--- config.mk ---
export PLATFORM = sky130hd
export DESIGN_NAME = mic_clock_gen
export DESIGN_NICKNAME = d
export VERILOG_FILES = /design/src/rtl/mic_clock_gen.sv
export SDC_FILE = /design/constraint.sdc
export NUM_CORES = 1
export LEC_CHECK = 0
export ABC_AREA = 1
export ABC_CLOCK_PERIOD_IN_PS = 2400
export CORE_ASPECT_RATIO = 0.5
export CORE_MARGIN = 2
export CORE_UTILIZATION = 42
export CTS_BUF_LIST = sky130_fd_sc_hd__clkbuf_2 sky130_fd_sc_hd__clkbuf_4 sky130_fd_sc_hd__clkbuf_8
export CTS_CLUSTER_DIAMETER = 40
export DETAILED_ROUTE_END_ITERATION = 10
export GPL_ROUTABILITY_DRIVEN = 0
export SLEW_MARGIN = 20
export SYNTH_ARGS = -nofsm -noshare
export SYNTH_HDL_FRONTEND = slang
export SYNTH_SLANG_ARGS = --single-unit
--- constraint.sdc ---
create_clock -name clock -period 2.4 [get_ports clock]
set_input_delay 0.24 -clock clock [delete_from_list [all_inputs] [get_ports clock]]
set_output_delay 0.24 -clock clock [all_outputs]
set_load 0.01 [all_outputs]
--- src/rtl/mic_clock_gen.sv ---
// mic_clock_gen: synchronises PLL lock, holds the mic-domain reset until lock is stable,
// then generates sck, ws, bit_index and single-cycle sck/frame strobes.
module mic_clock_gen #(
    parameter int LOCK_WAIT      = 1024,
    parameter int SCK_DIV        = 8,
    parameter int BITS_PER_FRAME = 64,
    localparam int BW = $clog2(BITS_PER_FRAME)
) (
    input  logic          clock,
    input  logic          reset,
    input  logic          locked,
    output logic          rst_out,
    output logic          sck,
    output logic          ws,
    output logic          sck_rise,
    output logic          sck_fall,
    output logic [BW-1:0] bit_index,
    output logic          frame_start
);
    localparam int CW = $clog2(LOCK_WAIT + 1);
    localparam int DW = $clog2(SCK_DIV);

    typedef enum logic [1:0] {WAIT_LOCK, COUNT, RUN} state_t;

    state_t          state, next;
    logic            s1, lk_s;
    logic [CW-1:0]   stable;
    logic [DW-1:0]   div_cnt;
    logic [BW-1:0]   bi_next;
    logic            run, wrap;

    always_comb begin
        next    = !lk_s ? WAIT_LOCK :
                  state == WAIT_LOCK ? COUNT :
                  (state == COUNT && stable == CW'(LOCK_WAIT - 1)) ? RUN : state;
        run     = state == RUN && lk_s;
        wrap    = run && div_cnt == DW'(SCK_DIV - 1);
        bi_next = bit_index + BW'(1);
    end

    // A lock loss makes run low, so a coincident wrap is dropped with the generator reset.
    always_ff @(posedge clock) begin
        if (reset) begin
            s1          <= 1'b0;
            lk_s        <= 1'b0;
            state       <= WAIT_LOCK;
            stable      <= '0;
            rst_out     <= 1'b1;
        end else begin
            s1          <= locked;
            lk_s        <= s1;
            state       <= next;
            stable      <= (state == COUNT && next == COUNT) ? stable + CW'(1) : '0;
            rst_out     <= next != RUN;
        end
        if (reset || !run) begin
            div_cnt     <= '0;
            sck         <= 1'b0;
            ws          <= 1'b0;
            sck_rise    <= 1'b0;
            sck_fall    <= 1'b0;
            bit_index   <= '0;
            frame_start <= 1'b0;
        end else begin
            div_cnt     <= wrap ? '0 : div_cnt + DW'(1);
            sck         <= sck ^ wrap;
            sck_rise    <= wrap && !sck;
            sck_fall    <= wrap && sck;
            bit_index   <= (wrap && sck) ? bi_next : bit_index;
            ws          <= (wrap && sck) ? bi_next[BW-1] : ws;
            frame_start <= wrap && sck && bit_index == BW'(BITS_PER_FRAME - 1);
        end
    end
endmodule
==> results of run 1 <==
==> per-layer routing <==
layer  wire length (µm)  share of wire
met1                954           0.52
met4                 27          0.015
met3                 77          0.042
met5                  0              0
met2                779           0.42
==> cell type report <==
class / count / area (µm²) / share of cell area
flip-flops and latches: 29 / 581 / 0.397
multi-input cells: 94 / 524 / 0.358
well taps: 37 / 46.3 / 0.0316
inverters: 23 / 86.3 / 0.0590
clock inverters: 2 / 10.0 / 0.00684
clock buffers: 6 / 76.3 / 0.0521
repair buffers: 14 / 140 / 0.0957
==> synth_stat cells <==
| cell type | count |
|---|---|
| a21oi_1 | 5 |
| and2_1 | 1 |
| buf_12 | 1 |
| buf_4 | 1 |
| dfxtp_1 | 29 |
| ha_1 | 6 |
| inv_1 | 23 |
| nand2_1 | 21 |
| nand2_2 | 2 |
| nand3_1 | 5 |
| nand3_2 | 1 |
| nand3b_1 | 1 |
| nand4_1 | 2 |
| nor2_1 | 24 |
| nor2_2 | 11 |
| nor2_4 | 1 |
| nor3_1 | 2 |
| nor3b_1 | 2 |
| o21ai_0 | 3 |
| xnor2_1 | 2 |
| xor2_1 | 5 |
==> metrics by stage <==
stage,util,instance area (µm²),total power [µW],instances
floorplan,-,1220,499,148
global placement,0.516,1380,504,197
detailed placement,0.516,1380,504,197
CTS,0.549,1460,898,205
global route,0.549,1460,925,205
finish,0.549,1460,881,205
==> where the power goes <==
group	internal, µW	switching (µW)
Sequential	483	0.903
Clock	211	176
Combinational	4.28	4.53
==> kinds of logic (layout without fill, tap and decap cells) <==
logic type / Yosys count / in the layout
xor+xnor: 7 / 7
simple gates: 73 / 73
compound gates: 8 / 8
flops: 29 / 29
buf+inv: 25 / 45
fa+ha+maj: 6 / 6
==> registers in the layout (all words and copies together), names as in the netlist, 2 cells and up <==
name	flops
div_cnt	3
stable	11
state	2
bit_index	5
==> critical path, stage by stage (launching register included) <==
cell and delay (ps):
dfxtp_1 330, ha_1 150, ha_1 140, inv_1 50, nor2_1 140, ha_1 290
nand2_1 70, nor2_1 120, nand2_1 90, o21ai_0 150, nand2_1 60, nor2_1 80
==> worst min path at each step <==
stage / from / to / slack [ps] / cells past startpoint
final: s1$_SDFF_PP0_ / lk_s$_SDFF_PP0_ / 400 / 2
after global routing: s1$_SDFF_PP0_ / lk_s$_SDFF_PP0_ / 430 / 2
after CTS: s1$_SDFF_PP0_ / lk_s$_SDFF_PP0_ / 410 / 2
after detailed placement: s1$_SDFF_PP0_ / lk_s$_SDFF_PP0_ / 400 / 2
after global placement: s1$_SDFF_PP0_ / lk_s$_SDFF_PP0_ / 400 / 2
after floorplan: reset / s1$_SDFF_PP0_ / 310 / 1
==> metrics.yaml, run 1 <==
route:
  routedWlPerCell_um: 8.97
  vias: 886
  first_iter_violations: 30
  routed_via_density: 4.32
  ant_nets: 0
  drc_errors: 0
  drt-pass1-iter-count: 4
  drt-total-wl_mm: 1.84
flow_run:
  max_cap_violations: 0
synthesis:
  synth_top_family_by_area: "simple AND/OR/NAND/NOR gates"
  syn_area_um2: 1220
  synth_top_area_frac: 0.476
  synth_top_area_cell: "dfxtp_1"
  yosys_warnings: 0
  synth_mux_area_frac: 0
  synthAdderAreaFrac: 0.0616
  synth_cell_types: 21
  syn_inst: 148
  synthTopCellsByArea: "dfxtp_1 48%, nor2_1 7.4%, inv_1 7.1%"
  synth_xor_area_frac: 0.0503
  yosysSeqAreaShare: 0.476
  synth_seq_cells: 29
  syn-num-nets: 157
  avgSynthCellArea_um2: 8.23
  synth-simple-area-share: 0.285
  synth_compound_area_frac: 0.0329
timing:
  period_minus_slack_ps: 1730
  slew_headroom: 0.795
  post-route-period-util: 0.720
  tightest_slew_ps: 306
  finalSetupViolCount: 0
  fin_ws_ps: 673
  grt_setup_unrepaired: "no"
  hold_viol_final: 0
  clock-skew-final_ps: 5.15
  drv_slew: 0
  max_freq_mhz: 579
  hold_ws_ps: 400
  fin_tns_setup_ps: 0
power:
  power_leakage_uw: 0.000516
  ir_worst_vdd_mv: 0.291
  p_per_area_nw_per_um2: 602
worst_setup_path:
  crit_required_ps: 2620
  worstSetupStartpoint: "div_cnt[0]$_SDFF_PP0_"
  reg2reg_from: "div_cnt[0]$_SDFF_PP0_"
  worstSetupEndpoint: "ws$_SDFFE_PP0P_"
  crit_type: "reg -> reg"
  startpoint_type: "flip-flop"
  r2r_end: "ws$_SDFFE_PP0P_"
  ff2ff_path_depth: 11
  crit_fanout: 7
  worstSetupEndpointType: "flip-flop"
  arrival_ps: 1950
  regToRegSetupSlack_ps: 670
final_layout:
  final_common_cell: "dfxtp_1"
  diodes: 0
  fillers: 269
  layout_common_cells: "29 x dfxtp_1, 24 x nor2_1, 23 x inv_1, 21 x nand2_1, 14 x clkdlybuf4s50_1"
  nNetsFinal: 176
  drive_gt1_frac: 0.137
  areaGrowthSynthToFinish_pct: 20.1
clocking:
  cts_resized: 0
  clk-insertion-delay-late_ps: 280
  cts.sinks: 29
  clk_path_buf_depth: 2
  postCtsHoldBufs: 0
  clk_pin_slew_ps: 60
  cts-htree-levels: 2
  post_cts_buffers: 0
  tritoncts: "done"
  numCtsBuffers: 5
  cts_root_buf: "clkbuf_8"
place:
  port-buffer-count: 14
  dp_slack_ps: 669
  hpwl_mm: 1.33
global_route:
  grt_pass1_wl_mm: 3.31
  use_met1: 0.164
  top_usage_layer: "met2"
  grtUsageMet3: 0.0582
  grt_util_all_layers: 0.132
  grt_pass1_vias: 795
  grt_antenna_before_repair: 0
  grt_util_met2: 0.187
  grt_start_max_net_pins: 12
  grt_remaining_overflow: 0
die:
  die_w_um: 80.2
  start_util: 0.457
  fp-row-count: 13
  die_h_um: 42.1
  num_io_pins: 15
  core-area_um2: 2670
  dieArea_um2: 3370
status:
  status: "finished, final reports clean"
worst_hold_path:
  hp-class: "reg -> reg"
Note: power is estimated with default switching activity, not from simulation.
==> run 2: changes to the inputs <==
--- a/config.mk
+++ b/config.mk
@@ -6,7 +6,7 @@
 export NUM_CORES = 1
 export LEC_CHECK = 0
 export ABC_AREA = 1
-export ABC_CLOCK_PERIOD_IN_PS = 2400
+export ABC_CLOCK_PERIOD_IN_PS = 1800
 export CORE_ASPECT_RATIO = 0.5
 export CORE_MARGIN = 2
 export CORE_UTILIZATION = 42
==> constraint.sdc (replaced) <==
create_clock -name clock -period 1.8 [get_ports clock]
set_input_delay 0.18 -clock clock [delete_from_list [all_inputs] [get_ports clock]]
set_output_delay 0.18 -clock clock [all_outputs]
set_load 0.01 [all_outputs]
==> metrics.yaml, run 2 (synthesized netlist as in run 1, its figures left out) <==
worst_setup_path:
  crit_path_cell_trace: "ha_1 -> ha_2 -> inv_1 -> nor2_2 -> ha_2 -> nand2_2 -> nor2_2 -> nand2_2 -> o21ai_1 -> nand2_1 -> nor2_1"
  critical_path.max_stage_delay_ps: 320
  cp_top_family: "adder cells"
  slowest_stage: "dfxtp_2"
  cp.depth: 11
  crit_fanout: 6
  crit_required_ps: 2020
  crit_type: "reg -> reg"
  worstSetupEndpointType: "flip-flop"
  startpoint_type: "flip-flop"
  ff2ff_path_depth: 11
  cp_num_buf_inv: 1
  arrival_ps: 1840
route:
  ant_nets: 0
  routed_via_density: 4.34
  drt-pass1-iter-count: 4
  vias: 902
  first_iter_violations: 31
  routedWlPerCell_um: 9.16
  drc_errors: 0
  drt-total-wl_mm: 1.91
timing:
  hold_viol_final: 0
  fin_ws_ps: 179
  period_minus_slack_ps: 1620
  max_freq_mhz: 617
  drv_slew: 0
  fin_tns_setup_ps: 0
  post-route-period-util: 0.900
  finalSetupViolCount: 0
  slew_headroom: 0.795
  clock-skew-final_ps: 5.38
  tightest_slew_ps: 306
power:
  comb_power_share: 0.010
  p_int_uw: 932
  clkPwrFrac: 0.440
  p_per_area_nw_per_um2: 782
  power_leakage_uw: 0.000526
  p_seq_frac: 0.550
  ir_worst_vdd_mv: 0.384
  p_switching_uw: 242
  sw_frac_of_total: 0.206
final_layout:
  top_regs: "stable: 11 flops, bit_index: 5 flops, div_cnt: 3 flops"
  nNetsFinal: 179
  areaGrowthSynthToFinish_pct: 23.3
  diodes: 0
  drive_gt1_frac: 0.193
  largest_register_ffs: 11
  top_register: "stable"
  final_common_cell: "dfxtp_1"
  layout_common_cells: "28 x dfxtp_1, 23 x inv_1, 22 x nor2_1, 19 x nand2_1, 14 x clkdlybuf4s50_1"
clocking:
  clk_path_buf_depth: 2
  numCtsBuffers: 5
  cts.sinks: 29
  postCtsHoldBufs: 0
  clk-insertion-delay-late_ps: 280
  cts_root_buf: "clkbuf_8"
  clk_pin_slew_ps: 60
  tritoncts: "done"
  cts-htree-levels: 2
place:
  dp_slack_ps: 69.1
  hpwl_mm: 1.33
  port-buffer-count: 14
global_route:
  grt_pass1_wl_mm: 3.31
  grt_start_max_net_pins: 12
  grt_pass1_vias: 795
  grt_antenna_before_repair: 0
  grt_util_all_layers: 0.132
  grt_remaining_overflow: 0
die:
  num_io_pins: 15
  die_w_um: 80.2
  start_util: 0.457
  fp-row-count: 13
  dieArea_um2: 3370
  core-area_um2: 2670
  die_h_um: 42.1
status:
  status: "finished, final reports clean"
worst_hold_path:
  hold_depth: 1
  hp-class: "reg -> reg"
flow_run:
  max_cap_violations: 0
## run 2: final timing paths
check	start	to	slack (ps)
max	div_cnt[0]$_SDFF_PP0_	ws$_SDFFE_PP0P_	180
min	div_cnt[0]$_SDFF_PP0_	div_cnt[0]$_SDFF_PP0_	400
max reg2reg	div_cnt[0]$_SDFF_PP0_	ws$_SDFFE_PP0P_	180
min reg2reg	div_cnt[0]$_SDFF_PP0_	div_cnt[0]$_SDFF_PP0_	400
## run 2: layer usage
| metal | part of all wire | vias up | wire, µm | track usage |
|---|---|---|---|---|
| met4 | 0.014 | 0 | 27 | 0.0814 |
| met3 | 0.040 | 3 | 77 | 0.0582 |
| li1 | - | 494 | - | - |
| met1 | 0.50 | 391 | 958 | 0.164 |
| met2 | 0.44 | 14 | 841 | 0.187 |
| met5 | 0 | - | 0 | 0 |
## run 2: per-stage QoR
| stage | std cells | power (µW) | hold WS [ps] | area (µm²) | util |
|---|---|---|---|---|---|
| 2_1_floorplan | 148 | 665 | 251 | 1220 | - |
| 3_3_place_gp | 197 | 672 | 395 | 1380 | 0.516 |
| 3_5_place_dp | 197 | 672 | 403 | 1380 | 0.516 |
| 4_1_cts | 205 | 1200 | 411 | 1460 | 0.549 |
| 5_1_grt | 208 | 1230 | 419 | 1500 | 0.563 |
| 6_report | 208 | 1170 | 398 | 1500 | 0.563 |
## run 2: worst reg2reg max path, delay by kind of cell, from the launching register on
kind | cells | cell delay, ps
adder cells (fa/ha/maj) | 3 | 560
buffers and inverters | 1 | 50
flip-flops | 1 | 320
AO/OA/AOI/OAI | 1 | 110
AND/OR/NAND/NOR | 6 | 540
## run 2: what timing repair did
item	4_1_cts	5_1_grt
setup endpoints to repair	0	4
gates resized for setup	0	8
setup buffers	0	3
## run 2: area by class of cell
class / count / area (µm²)
Clock buffer: 6 / 76.3
Clock inverter: 2 / 10.0
Fill cell: 262 / 1160
Inverter: 23 / 86.3
Multi-Input combinational cell: 94 / 539
Sequential cell: 29 / 582
Tap cell: 37 / 46.3
Timing Repair Buffer: 17 / 163
## run 2: power by group through the flow
stage	sequential [µW]	combinational (µW)	clock [µW]
floorplan	660	5.57	0
global placement	660	11.7	0
detailed placement	660	11.9	0
CTS	646	11.9	540
global route	645	13.7	574
finish	646	11.8	517
==> run 3: changes to the inputs <==
--- a/config.mk
+++ b/config.mk
@@ -8,13 +8,13 @@
 export ABC_AREA = 1
 export ABC_CLOCK_PERIOD_IN_PS = 1800
 export CORE_ASPECT_RATIO = 0.5
-export CORE_MARGIN = 2
 export CORE_UTILIZATION = 42
 export CTS_BUF_LIST = sky130_fd_sc_hd__clkbuf_2 sky130_fd_sc_hd__clkbuf_4 sky130_fd_sc_hd__clkbuf_8
 export CTS_CLUSTER_DIAMETER = 40
 export DETAILED_ROUTE_END_ITERATION = 10
 export GPL_ROUTABILITY_DRIVEN = 0
-export SLEW_MARGIN = 20
+export PLACE_DENSITY = 0.75
+export SLEW_MARGIN = 10
 export SYNTH_ARGS = -nofsm -noshare
 export SYNTH_HDL_FRONTEND = slang
 export SYNTH_SLANG_ARGS = --single-unit
==> metrics.yaml, run 3 (synthesized netlist as in run 1, its figures left out) <==
status:
  status: "finished, final reports clean"
power:
  ir_worst_vdd_mv: 0.412
  sw_frac_of_total: 0.190
  power_leakage_uw: 0.000522
  p_int_uw: 1100
  comb_power_share: 0.009
  p_switching_uw: 259
  p_per_area_nw_per_um2: 893
  p_seq_frac: 0.476
  clkPwrFrac: 0.516
global_route:
  grt_start_max_net_pins: 12
  grt_pass1_wl_mm: 3.17
  grt_pass1_vias: 762
  grt_remaining_overflow: 0
  grt_util_all_layers: 0.145
  grt_antenna_before_repair: 0
route:
  drt-total-wl_mm: 1.94
  drt-pass1-iter-count: 4
  vias: 899
  drc_errors: 0
  first_iter_violations: 32
  routed_via_density: 4.39
  ant_nets: 0
  routedWlPerCell_um: 9.45
worst_setup_path:
  worstSetupEndpoint: "ws$_SDFFE_PP0P_"
  worstSetupEndpointType: "flip-flop"
  cp.depth: 11
  worstSetupStartpoint: "div_cnt[0]$_SDFF_PP0_"
  cp_top_family: "simple AND/OR/NAND/NOR gates"
  r2r_end: "ws$_SDFFE_PP0P_"
  cp_num_buf_inv: 1
  slowest_stage: "dfxtp_1"
  startpoint_type: "flip-flop"
  ff2ff_path_depth: 11
  critical_path.max_stage_delay_ps: 340
  crit_required_ps: 2020
  crit_path_cell_trace: "ha_1 -> ha_1 -> inv_1 -> nor2_4 -> ha_4 -> nand2_1 -> nor2_2 -> nand2_1 -> o21ai_0 -> nand2_1 -> nor2_1"
  reg2reg_from: "div_cnt[0]$_SDFF_PP0_"
  arrival_ps: 1820
  crit_fanout: 7
  path_common_cell: "nand2_1"
  regToRegSetupSlack_ps: 200
  crit_type: "reg -> reg"
clocking:
  cts.sinks: 29
  clk-insertion-delay-late_ps: 280
  clk_pin_slew_ps: 60
  cts-htree-levels: 2
  postCtsHoldBufs: 0
  cts_root_buf: "clkbuf_8"
  numCtsBuffers: 5
  tritoncts: "done"
  clk_path_buf_depth: 2
place:
  hpwl_mm: 1.43
  port-buffer-count: 14
  dp_slack_ps: 69.7
  place_area_um2: 1380
timing:
  tightest_slew_ps: 303
  slew_headroom: 0.798
  grt_setup_unrepaired: "no"
  hold_viol_final: 0
  post-route-period-util: 0.886
  fin_tns_setup_ps: 0
  drv_slew: 0
  fin_ws_ps: 204
  period_minus_slack_ps: 1600
  clock-skew-final_ps: 3.54
  max_freq_mhz: 627
  hold_ws_ps: 404
  finalSetupViolCount: 0
final_layout:
  nNetsFinal: 176
  stdcell_area_um2: 1520
  top_register: "stable"
  final_common_cell: "dfxtp_1"
  utilization: 0.570
  drive_gt1_frac: 0.155
  diodes: 0
  areaGrowthSynthToFinish_pct: 24.7
  largest_register_ffs: 11
  top_regs: "stable: 11 flops, bit_index: 5 flops, div_cnt: 3 flops"
  layout_common_cells: "29 x dfxtp_1, 23 x inv_1, 22 x nor2_1, 21 x nand2_1, 14 x clkdlybuf4s50_1"
die:
  fp-row-count: 13
  start_util: 0.457
  die_h_um: 40.1
  die_w_um: 78.2
  core-area_um2: 2670
  dieArea_um2: 3130
  num_io_pins: 15
worst_hold_path:
  hp-class: "reg -> reg"
flow_run:
  max_cap_violations: 0
[run 3: timing repair]
item,CTS,global route
setup endpoints to repair,0,4
buffers inserted,0,0
resized for setup,0,5
[run 3: tightest hold or removal path, delay by kind of cell (launching register included)]
| family | cells | cell delay, ps |
|---|---|---|
| and+or+nand+nor | 1 | 30 |
| buffers and inverters | 1 | 40 |
| DFF | 1 | 300 |
[run 3: cell type report]
cell class | instances | area (µm²)
inverter | 23 | 86.3
timing repair buffer | 14 | 140
clock inverter | 2 | 37.5
clock buffer | 6 | 82.6
multi-input combinational | 94 | 547
tap | 37 | 46.3
fill | 249 | 1150
sequential | 29 | 581
[run 3: power groups by stage]
stage | logic [µW] | registers (µW) | clock network, µW
final | 11.8 | 646 | 700
after global routing | 13.6 | 645 | 746
after CTS | 11.9 | 646 | 723
after detailed placement | 11.8 | 660 | 0
after global placement | 11.4 | 660 | 0
after floorplan | 5.57 | 660 | 0
[run 3: worst min-delay path by stage]
stage	from	to	slack, ps	cells after the start
5_1_grt	s1$_SDFF_PP0_	lk_s$_SDFF_PP0_	420	2
6_report	s1$_SDFF_PP0_	lk_s$_SDFF_PP0_	400	2
3_3_place_gp	s1$_SDFF_PP0_	lk_s$_SDFF_PP0_	390	2
4_1_cts	locked	s1$_SDFF_PP0_	400	3
3_5_place_dp	s1$_SDFF_PP0_	lk_s$_SDFF_PP0_	400	2
2_1_floorplan	reset	s1$_SDFF_PP0_	250	1
[run 3: stage by stage]
stage | instances | power, µW
after global placement | 197 | 671
final | 205 | 1360
after floorplan | 148 | 665
after detailed placement | 197 | 672
after global routing | 205 | 1400
after CTS | 205 | 1380
[run 3: routing by layer]
layer / vias to the layer above / share of wire / track usage
met1: 391 / 0.47 / 0.153
met4: 0 / 0.023 / 0.106
met2: 13 / 0.45 / 0.232
li1: 490 / - / -
met3: 5 / 0.053 / 0.0773
met5: - / 0 / 0
